### src/rtl/fir_sched_pkg.sv
`default_nettype none
// ============================================================================
// Module   : fir_sched_pkg
// Purpose  : Shared FSM state type and channel-index width helper for the
//            FIR channel scheduler.
// Revision : 1.0 - initial release
// ============================================================================
package fir_sched_pkg;

    typedef enum logic [1:0] {
        IDLE    = 2'd0,
        ISSUE   = 2'd1,
        WAIT    = 2'd2,
        CAPTURE = 2'd3
    } state_t;

    function automatic int ch_width(input int num_ch);
        return (num_ch > 1) ? $clog2(num_ch) : 1;
    endfunction

endpackage
`default_nettype wire

### src/rtl/fir_channel_scheduler_rr_arbiter.sv
`default_nettype none
// ============================================================================
// Module   : rr_arbiter
// Purpose  : Round-robin grant over NUM_CH requests; the pointer names the
//            highest-priority channel and moves past the winner on accept.
// Revision : 1.0 - initial release
// ============================================================================
module rr_arbiter #(
    parameter int NUM_CH = 2,
    parameter int CH_W   = 1
) (
    input  logic              clk,
    input  logic              rst,
    input  logic [NUM_CH-1:0] i_req,
    input  logic              i_accept,
    output logic [NUM_CH-1:0] o_grant,
    output logic [CH_W-1:0]   o_grant_idx,
    output logic              o_valid
);

    logic [CH_W-1:0] r_ptr;
    int              w_j;
    logic [CH_W-1:0] w_idx;
    logic            w_found;

    always_comb begin
        o_grant     = '0;
        o_grant_idx = '0;
        w_found     = 1'b0;
        w_j         = 0;
        w_idx       = '0;
        for (int i = 0; i < NUM_CH; i++) begin
            w_j = int'(r_ptr) + i;
            if (w_j >= NUM_CH) begin
                w_j = w_j - NUM_CH;
            end
            w_idx = CH_W'(w_j);
            if (!w_found && i_req[w_idx]) begin
                w_found        = 1'b1;
                o_grant[w_idx] = 1'b1;
                o_grant_idx    = w_idx;
            end
        end
    end

    assign o_valid = w_found;

    always_ff @(posedge clk) begin
        if (rst) begin
            r_ptr <= '0;
        end else if (i_accept && w_found) begin
            r_ptr <= (o_grant_idx == CH_W'(NUM_CH - 1)) ? '0 : o_grant_idx + CH_W'(1);
        end
    end

endmodule
`default_nettype wire

### src/rtl/fir_channel_scheduler.sv
`default_nettype none
// ============================================================================
// Module   : fir_channel_scheduler
// Purpose  : Time-shares one FIR engine between NUM_CH sample channels with
//            one job in flight; optional sticky overrun flags are enabled by
//            the FIR_SCHED_OVERRUN_EN macro.
// Revision : 1.0 - initial release
// ============================================================================
module fir_channel_scheduler
    import fir_sched_pkg::*;
#(
    parameter  int NUM_CH         = 2,
    parameter  int DATA_W         = 16,
    parameter  int ENGINE_LATENCY = 5,
    localparam int CH_W           = ch_width(NUM_CH)
) (
    input  logic                     clk_i,
    input  logic                     rst_i,
    input  logic [NUM_CH*DATA_W-1:0] sample_i,
    input  logic [NUM_CH-1:0]        sample_valid_i,
    output logic                     engine_tick_o,
    output logic [DATA_W-1:0]        engine_sample_o,
    output logic [CH_W-1:0]          engine_ch_o,
    input  logic [DATA_W-1:0]        engine_result_i,
    output logic [DATA_W-1:0]        result_o,
    output logic [CH_W-1:0]          result_ch_o,
    output logic                     result_valid_o,
    output logic                     busy_o,
    output logic [NUM_CH-1:0]        overrun_o
);

    localparam int c_CNT_W = (ENGINE_LATENCY > 2) ? $clog2(ENGINE_LATENCY - 1) : 1;

    state_t              r_state;
    logic [c_CNT_W-1:0]  r_cnt;
    logic [DATA_W-1:0]   r_hold [NUM_CH];
    logic [NUM_CH-1:0]   r_pending;
    logic [NUM_CH-1:0]   w_grant;
    logic [CH_W-1:0]     w_grant_idx;
    logic                w_grant_any;
    logic                w_grant_en;

    rr_arbiter #(
        .NUM_CH (NUM_CH),
        .CH_W   (CH_W)
    ) u_arb (
        .clk         (clk_i),
        .rst         (rst_i),
        .i_req       (r_pending),
        .i_accept    (r_state == IDLE),
        .o_grant     (w_grant),
        .o_grant_idx (w_grant_idx),
        .o_valid     (w_grant_any)
    );

    assign w_grant_en = (r_state == IDLE) && w_grant_any;

    // A strobe in the grant cycle re-arms pending: the grant takes the old sample.
    always_ff @(posedge clk_i) begin
        if (rst_i) begin
            r_pending <= '0;
            for (int k = 0; k < NUM_CH; k++) begin
                r_hold[k] <= '0;
            end
        end else begin
            for (int k = 0; k < NUM_CH; k++) begin
                if (sample_valid_i[k]) begin
                    r_hold[k]    <= sample_i[k*DATA_W +: DATA_W];
                    r_pending[k] <= 1'b1;
                end else if (w_grant_en && w_grant[k]) begin
                    r_pending[k] <= 1'b0;
                end
            end
        end
    end

`ifdef FIR_SCHED_OVERRUN_EN
    logic [NUM_CH-1:0] r_overrun;

    always_ff @(posedge clk_i) begin
        if (rst_i) begin
            r_overrun <= '0;
        end else begin
            r_overrun <= r_overrun | (sample_valid_i & r_pending & ~(w_grant & {NUM_CH{w_grant_en}}));
        end
    end

    assign overrun_o = r_overrun;
`else
    assign overrun_o = '0;
`endif

    always_ff @(posedge clk_i) begin
        if (rst_i) begin
            r_state         <= IDLE;
            r_cnt           <= '0;
            engine_tick_o   <= 1'b0;
            engine_sample_o <= '0;
            engine_ch_o     <= '0;
            result_o        <= '0;
            result_ch_o     <= '0;
            result_valid_o  <= 1'b0;
            busy_o          <= 1'b0;
        end else begin
            result_valid_o <= 1'b0;
            case (r_state)
                IDLE: begin
                    if (w_grant_en) begin
                        engine_sample_o <= r_hold[w_grant_idx];
                        engine_ch_o     <= w_grant_idx;
                        engine_tick_o   <= 1'b1;
                        busy_o          <= 1'b1;
                        r_state         <= ISSUE;
                    end
                end
                ISSUE: begin
                    engine_tick_o <= 1'b0;
                    r_cnt         <= c_CNT_W'(ENGINE_LATENCY - 2);
                    r_state       <= WAIT;
                end
                WAIT: begin
                    if (r_cnt == '0) begin
                        r_state <= CAPTURE;
                    end else begin
                        r_cnt <= r_cnt - c_CNT_W'(1);
                    end
                end
                CAPTURE: begin
                    result_o       <= engine_result_i;
                    result_ch_o    <= engine_ch_o;
                    result_valid_o <= 1'b1;
                    busy_o         <= 1'b0;
                    r_state        <= IDLE;
                end
                default: begin
                    engine_tick_o <= 1'b0;
                    busy_o        <= 1'b0;
                    r_state       <= IDLE;
                end
            endcase
        end
    end

endmodule
`default_nettype wire

### config.mk
export PLATFORM = sky130hd
export DESIGN_NAME = fir_channel_scheduler
export DESIGN_NICKNAME = d
export VERILOG_FILES = /design/src/rtl/fir_sched_pkg.sv /design/src/rtl/fir_channel_scheduler_rr_arbiter.sv /design/src/rtl/fir_channel_scheduler.sv
export SDC_FILE = /design/constraint.sdc
export NUM_CORES = 1
export LEC_CHECK = 0
export BUFFER_PORTS_ARGS = -buffer_cell sky130_fd_sc_hd__buf_4
export CAP_MARGIN = 40
export CORE_MARGIN = 4
export CORE_UTILIZATION = 54
export CTS_BUF_LIST = sky130_fd_sc_hd__clkbuf_16
export DETAILED_ROUTE_END_ITERATION = 8
export PLACE_DENSITY_LB_ADDON = 0.08
export SKIP_CTS_REPAIR_TIMING = 1
export SYNTH_ARGS = -nofsm -noshare
export SYNTH_HDL_FRONTEND = slang
export SYNTH_HIERARCHICAL = 1
export SYNTH_SLANG_ARGS = --single-unit
### constraint.sdc
create_clock -name clk_i -period 2.3 [get_ports clk_i]
set_input_delay 0.46 -clock clk_i [delete_from_list [all_inputs] [get_ports clk_i]]
set_output_delay 0.46 -clock clk_i [all_outputs]
set_load 0.03 [all_outputs]
==> impl_metrics.yaml, run 1 <==
critical_path:
  r2r_end: "engine_sample_o[5]$_SDFFE_PP0P_"
  r2r_setup_slack_ps: 520
  cp.arrival_ps: 2020
  r2r_cells: 5
  worst_setup_path_end_kind: "flip-flop"
  worstReg2RegStart: "r_state[1]$_SDFFE_PP0P_"
  startpoint: "r_state[1]$_SDFFE_PP0P_"
  path_max_fanout: 33
  crit_type: "flip-flop to flip-flop"
  cp.required_ps: 2540
  start_kind: "flip-flop"
min_path:
  hold_path_class: "input port to flip-flop"
  holdPathEnd: "result_o[5]$_SDFFE_PP0P_"
  min-delay-start: "engine_result_i[5]"
  hold_depth: 3
routing:
  vias: 2110
  drt_iter0_drc: 101
  wl_per_cell_um: 14.7
  drtPass1Iterations: 4
  wirelength_mm: 6.28
  vias_per_cell: 4.94
  ant_nets: 0
  drc: 0
timing:
  fin_tns_setup_ps: 0
  relSlewSlack_pct: 48.0
  fin_crit_sh_pct: 77.4
  min_period_ps: 1780
  rsz0062_at_grt: "false"
  layout_setup_ws_ps: 521
  fin_skew_ps: 3.43
  tightest_slew_ps: 779
  setup_viol: 0
  max_freq_mhz: 562
  hold_viol: 0
  drv_slew: 0
run_status:
  status: "completed"
synth:
  synthSimpleGateAreaFrac_pct: 14.3
  yosys_warnings: 6
  synth.most_common_cell: "dfxtp_1"
  ys_top_cells_by_area: "edfxtp_1 (30%), dfxtp_1 (28%), mux2i_1 (11%)"
  yosysTopAreaCell: "edfxtp_1"
  synth_edf_count: 32
  synthMuxAreaShare_pct: 11.0
  synth_top_area_share_pct: 30.1
  synth-xor-area-share_pct: 0
  async_flop_share_pct: 0
  yosysSeqAreaShare_pct: 57.6
  synth.ff_latch_count: 76
  synth-adder-area-share_pct: 2.35
  avgSynthCellArea_sq_um: 12.1
  synth_common_cells: "dfxtp_1 (44), nor2_1 (37), mux2i_1 (35)"
  synth_compound_area_share_pct: 9.51
  synth_top_family_by_area: "simple AND/OR/NAND/NOR gates"
  netlist_instances: 264
  synth_area_sq_um: 3200
  ys_types: 32
  synthFlopType: "dfxtp_1"
final_layout:
  area_growth_pct: 29.3
  fin_nets: 408
  drive_gt1_share_pct: 36.1
  fin_area_sq_um: 4130
  diodes: 0
clock_network:
  cts_tree: "yes"
  cts_buffers: 9
  numClockSinks: 76
  htree_num_levels: 3
  worstSkewPairLatency_ps: 320
  cts_buffer_depth: 2
  ctsRootBufferMaster: "clkbuf_16"
  path_clk_slew_ps: 60
placed_design:
  numPortBuffers: 88
  hpwl_mm: 4.32
  post_dp_cell_area_sq_um: 3850
  pre_cts_ws_ps: 489
  gp_congestion: 0.734
floorplanning:
  dieArea_sq_um: 7210
  start_util_pct: 57.0
  die_w_um: 84.9
  core_sq_um: 5610
  die_h_um: 84.9
  ioPinCount: 91
  rows: 27
power_and_ir_drop:
  irDropWorstVdd_uv: 617
  p_leak_nw: 1.74
  power.density_nw_per_um2: 1070
  power_w: 0.00443
global_route:
  overflow: 0
  grt_max_degree: 36
  grt_pass1_wl_mm: 10.4
  grt_pass1_vias: 2123
  track_usage_pct: 18.9
  antenna_found_initial: 0
run:
  max_cap_viol_count: 0
[cell usage in the layout (no fill, tap or decap), types with 4 or more instances in the layout]
cell	count
a211oi_2	14
a21oi_1	6
and2_1	32
buf_4	92
clkbuf_16	9
dfxtp_1	44
edfxtp_1	32
ha_1	6
inv_1	9
mux2i_1	35
nor2_1	37
nor2_2	4
[worst max path at each step]
stage                     depth (start not counted)  slack, ps                                to
final                                             5        520   engine_sample_o[5]$_SDFFE_PP0P_
after floorplan                                   5        930   engine_sample_o[3]$_SDFFE_PP0P_
after CTS                                         5        490   engine_sample_o[5]$_SDFFE_PP0P_
after global routing                              5        370  engine_sample_o[14]$_SDFFE_PP0P_
after detailed placement                          5        490   engine_sample_o[5]$_SDFFE_PP0P_
after global placement                            5        630          engine_ch_o$_SDFFE_PP0P_
[cells by family (layout without fill, tap and decap cells)]
group | Yosys count | count (layout)
AND/OR/NAND/NOR | 88 | 88
flip-flops | 76 | 76
adder cells (fa/ha/maj) | 6 | 6
buffers and inverters | 25 | 115
multiplexers | 35 | 35
other | 1 | 2
AO/OA/AOI/OAI | 33 | 33
[state kept, by name, summed over array words and instances (netlist names), named ones only]
register	flops
r_pending	2
engine_sample_o	16
result_ch_o	1
r_cnt	2
engine_ch_o	1
engine_tick_o	1
busy_o	1
r_state	2
r_hold	32
result_o	16
result_valid_o	1
[through the flow]
step	hold WS (ps)	cells	util [%]
after floorplan	440	265	-
after global placement	456	411	68.6
after detailed placement	474	411	68.6
after CTS	362	427	73.7
after global routing	368	427	73.7
final	370	427	73.7
[cell type report]
cell class	instances	area, sq um
clock buffers	9	225
multi-input cells	164	1200
fillers	416	1480
repair buffers	92	691
well taps	72	90.1
flip-flops and latches	76	1840
inverters	7	26.3
clock inverters	7	58.8
[per-layer routing]
| metal | up-vias | GRT usage (%) | wire length (um) |
|---|---|---|---|
| met2 | 60 | 31.6 | 3140 |
| met1 | 966 | 22.2 | 2610 |
| met5 | - | 0 | 0 |
| met4 | 0 | 9.06 | 121 |
| met3 | 8 | 5.53 | 401 |
| li1 | 1076 | - | - |
[worst max-delay path, cell delays in order (launching register included)]
cell	delay (ps)
dfxtp_1	340
inv_1	120
ha_1	200
and2_2	670
nor2_1	130
a211oi_2	240
[power by group]
part / internal (W) / switching (W)
clock: 0.000825 / 0.000505
sequential: 0.00164 / 0.000124
combinational: 0.000545 / 0.000789
No activity file was read; power rests on OpenSTA's default activity.
==> run 2, diff against run 1 <==
- CORE_UTILIZATION: 54 -> 51
- clock period: 2.3 -> 1.8 ns (I/O delays scaled with it)
==> impl_metrics.yaml, run 2 (synthesis results as in run 1) <==
routing:
  wirelength_mm: 6.27
  drtPass1Iterations: 4
  drc: 0
  ant_nets: 0
  wl_per_cell_um: 14.6
  drt_iter0_drc: 137
  vias: 2120
  vias_per_cell: 4.93
timing:
  fin_skew_ps: 6.00
  layout_setup_ws_ps: 282
  rsz0062_at_grt: "false"
  max_freq_mhz: 659
  setup_viol: 0
  hold_viol: 0
  fin_tns_setup_ps: 0
  fin_crit_sh_pct: 84.3
  min_period_ps: 1520
  drv_slew: 0
critical_path:
  cp_cell_sequence: "inv_1 -> ha_1 -> and2_4 -> mux2i_1 -> nor2_1"
  crit_type: "flip-flop to flip-flop"
  slowest_delay_ps: 440
  path_max_fanout: 33
  cp.arrival_ps: 1720
  critPathSlowestCell: "and2_4"
  cp.required_ps: 2000
  start_kind: "flip-flop"
  worst_setup_path_end_kind: "flip-flop"
final_layout:
  drive_gt1_share_pct: 36.6
  final_common_cell: "buf_4"
  reg_top3: "r_hold (32), engine_sample_o (16), result_o (16)"
  largest-register: "r_hold"
  fin_area_sq_um: 4130
  diodes: 0
  fillers: 489
  final_cell_mix: "buf_4 (91), dfxtp_1 (44), nor2_1 (37)"
  area_growth_pct: 29.1
  largest_reg_flops: 32
  fin_nets: 408
  seq_area_sq_um: 1840
  multi_input_area_sq_um: 1200
placed_design:
  pre_cts_ws_ps: 73.3
  gp_congestion: 0.719
  numPortBuffers: 88
  post_dp_cell_area_sq_um: 3860
  hpwl_mm: 4.22
global_route:
  grt_max_degree: 37
  track_usage_pct: 17.1
  grt_pass1_vias: 2000
  overflow: 0
  top_usage_layer: "met2"
  gr-usage-met2_pct: 27.1
  grt_pass1_wl_mm: 9.91
  use_met3_pct: 4.64
  met1_usage_pct: 22.2
  antenna_found_initial: 0
run_status:
  status: "completed"
floorplanning:
  ioPinCount: 91
  die_w_um: 87.2
  start_util_pct: 53.3
  dieArea_sq_um: 7600
  core_sq_um: 5990
  rows: 28
  die_h_um: 87.2
power_and_ir_drop:
  power_w: 0.00553
  p_leak_nw: 1.74
  power.density_nw_per_um2: 1340
  irDropWorstVdd_uv: 718
clock_network:
  numClockSinks: 76
  path_clk_slew_ps: 60
  ctsRootBufferMaster: "clkbuf_16"
  worstSkewPairLatency_ps: 320
  cts_tree: "yes"
  cts_buffers: 9
  cts_buffer_depth: 2
  htree_num_levels: 3
min_path:
  hold_path_class: "input port to flip-flop"
run:
  max_cap_viol_count: 0
-- run 2: cell count changes in the layout (fill, tap and decap cells not counted), sizes merged --
cell	delta
clkinv	+2
inv	-1
bufinv	-1
-- run 2: worst max-delay path, delay by kind of cell (launching register included) --
kind	cells	cell delay (ps)
muxes	1	230
DFF	1	340
adders and majority gates	1	210
and+or+nand+nor	2	490
buffers and inverters	1	110
-- run 2: final timing paths --
kind / slack (ps) / cells past startpoint / endpoint / start
setup / recovery: 280 / 5 / engine_ch_o$_SDFFE_PP0P_ / r_state[0]$_SDFFE_PP0P_
hold / removal: 270 / 3 / result_o[5]$_SDFFE_PP0P_ / engine_result_i[5]
setup reg to reg: 280 / 5 / engine_ch_o$_SDFFE_PP0P_ / r_state[0]$_SDFFE_PP0P_
hold reg to reg: 470 / 1 / r_cnt[1]$_SDFFE_PP0P_ / r_cnt[1]$_SDFFE_PP0P_
-- run 2: power breakdown --
part | internal, W | total, W | switching, W | leakage, nW
Clock | 0.000914 | 0.00156 | 0.000651 | 0.141
Combinational | 0.000704 | 0.00171 | 0.00101 | 0.892
Sequential | 0.00209 | 0.00226 | 0.000163 | 0.702
Total | 0.00371 | 0.00553 | 0.00182 | 1.74
-- run 2: metrics by stage --
stage	hold slack [ps]	instances	util [%]
6_report	269	430	68.9
5_1_grt	274	430	68.9
4_1_cts	264	430	68.9
3_5_place_dp	456	414	64.5
3_3_place_gp	450	414	64.5
2_1_floorplan	422	265	-
-- run 2: per-layer routing --
| layer | up-vias | part of all wire [%] |
|---|---|---|
| met2 | 56 | 48 |
| met4 | 0 | 1.6 |
| met3 | 9 | 5.8 |
| met5 | - | 0 |
| met1 | 984 | 45 |
| li1 | 1071 | - |
-- run 2: cell type report --
cell class / instances / share of cell area (%)
clock inverters: 7 / 0.879
flip-flops and latches: 76 / 44.6
well taps: 75 / 2.27
repair buffers: 92 / 17.0
multi-input cells: 164 / 29.1
inverters: 7 / 0.637
clock buffers: 9 / 5.46
==> run 3, diff against run 2 <==
- CORE_UTILIZATION: 51 -> 46
- clock period: 1.8 -> 1.3 ns (I/O delays scaled with it)
==> impl_metrics.yaml, run 3 (synthesis results as in run 1) <==
global_route:
  grt_max_degree: 41
  track_usage_pct: 15.3
  grt_pass1_wl_mm: 10.0
  overflow: 0
  grt_pass1_vias: 2093
  antenna_found_initial: 0
timing:
  drv_slew: 0
  max_freq_mhz: 787
  fin_crit_sh_pct: 97.7
  rsz0062_at_grt: "true"
  fin_skew_ps: 6.38
  fin_tns_setup_ps: 0
  min_period_ps: 1270
  setup_viol: 0
  hold_viol: 0
run:
  max_cap_viol_count: 0
final_layout:
  final_cell_mix: "buf_4 (100), dfxtp_1 (41), nor2_1 (36)"
  largest-register: "r_hold"
  final_common_cell: "buf_4"
  largest_reg_flops: 32
  area_growth_pct: 38.2
  reg_top3: "r_hold (32), engine_sample_o (16), result_o (16)"
  drive_gt1_share_pct: 42.2
  fin_nets: 423
  fillers: 543
  final_cells: 450
  diodes: 0
floorplanning:
  ioPinCount: 91
  die_w_um: 91.3
  start_util_pct: 47.3
  die_h_um: 91.3
  core_sq_um: 6760
  rows: 30
  dieArea_sq_um: 8340
routing:
  drc: 0
  wirelength_mm: 6.63
  drtPass1Iterations: 4
  drt_iter0_drc: 62
  wl_per_cell_um: 14.7
  ant_nets: 0
  vias: 2196
  vias_per_cell: 4.88
min_path:
  hold_path_class: "input port to flip-flop"
  holdPathEnd: "result_o[11]$_SDFFE_PP0P_"
  hold_depth: 3
  min-delay-start: "engine_result_i[11]"
placed_design:
  hpwl_mm: 4.32
  numPortBuffers: 88
  gp_congestion: 0.781
  dp_cells: 431
critical_path:
  r2r_cells: 5
  crit_type: "flip-flop to flip-flop"
  cp.required_ps: 1490
  cp_cell_sequence: "inv_1 -> a21boi_4 -> buf_12 -> mux2i_2 -> a211oi_2"
  worst_setup_path_end_kind: "flip-flop"
  cp.arrival_ps: 1460
  path_max_fanout: 9
  critPathSlowestCell: "dfxtp_2"
  slowest_delay_ps: 340
  r2r_end: "engine_sample_o[5]$_SDFFE_PP0P_"
  r2r_setup_slack_ps: 30
  start_kind: "flip-flop"
clock_network:
  cts_buffers: 9
  cts_tree: "yes"
  worstSkewPairLatency_ps: 320
  ctsRootBufferMaster: "clkbuf_16"
  cts_buffer_depth: 2
  htree_num_levels: 3
  path_clk_slew_ps: 60
  numClockSinks: 76
power_and_ir_drop:
  p_leak_nw: 1.86
  irDropWorstVdd_uv: 957
  power.density_nw_per_um2: 1920
run_status:
  status: "completed"
run 3: cell types whose count changed in the layout (fill, tap and decap cells not counted), moves of 2 or more:
cell and change:
buf_12 +2, inv_2 +2, inv_1 -2, clkbuf_16 +4
dfxtp_1 -3, clkinv_2 -3, dfxtp_2 +3, mux2i_1 -4
buf_4 +9, mux2i_2 +4
run 3: worst max path at each step:
stage | startpoint | to | slack (ps) | cells past startpoint
2_1_floorplan | r_state[1]$_SDFFE_PP0P_ | engine_sample_o[14]$_SDFFE_PP0P_ | 6 | 7
3_3_place_gp | sample_valid_i[1] | r_hold[1][6]$_SDFFCE_PN0P_ | -210 | 4
3_5_place_dp | rst_i | r_cnt[0]$_SDFFE_PP0P_ | -80 | 5
4_1_cts | r_state[0]$_SDFFE_PP0P_ | engine_ch_o$_SDFFE_PP0P_ | -100 | 6
5_1_grt | r_state[1]$_SDFFE_PP0P_ | engine_ch_o$_SDFFE_PP0P_ | -30 | 6
6_report | flip-flop | engine_sample_o[5]$_SDFFE_PP0P_ | 30 | 5
run 3: routing by layer:
metal	vias up	share of wire [%]	GRT usage [%]	routed length, um
met5	-	0	0	0
met4	0	1.7	7.04	110
met3	9	4.7	3.40	314
met2	50	51	25.7	3400
met1	1029	42	18.6	2810
li1	1108	-	-	-
run 3: worst max-delay path: cells and delay by family (launching register included):
kind / cells / cell delay [ps]
AOI/OAI and AO/OA: 2 / 290
DFF: 1 / 340
muxes: 1 / 250
buffers and inverters: 2 / 250
run 3: cell type report:
| type | instances | area, sq um | area share (%) |
|---|---|---|---|
| clock buffer | 10 | 250 | 5.67 |
| clock inverter | 6 | 55.1 | 1.25 |
| inverter | 7 | 26.3 | 0.595 |
| multi-input combinational | 164 | 1240 | 28.0 |
| sequential | 76 | 1850 | 41.8 |
| tap | 80 | 100 | 2.27 |
| timing repair buffer | 107 | 901 | 20.4 |
run 3: power by group:
group | internal (W) | leakage [nW] | switching (W)
sequential | 0.00290 | 0.703 | 0.000205
combinational | 0.00135 | 1.00 | 0.00155
clock | 0.00158 | 0.158 | 0.000899
run 3: through the flow:
step | power, W | hold slack [ps] | instance area [sq um] | utilization, % | worst slack, ps
global placement | 0.00572 | 449 | 3980 | 58.9 | -206
finish | 0.00849 | 170 | 4420 | 65.4 | 29.8
floorplan | 0.00500 | 322 | 3210 | - | 6.20
global route | 0.00893 | 182 | 4420 | 65.4 | -29.2
CTS | 0.00827 | 160 | 4300 | 63.7 | -95.2
detailed placement | 0.00577 | 456 | 4000 | 59.2 | -83.1
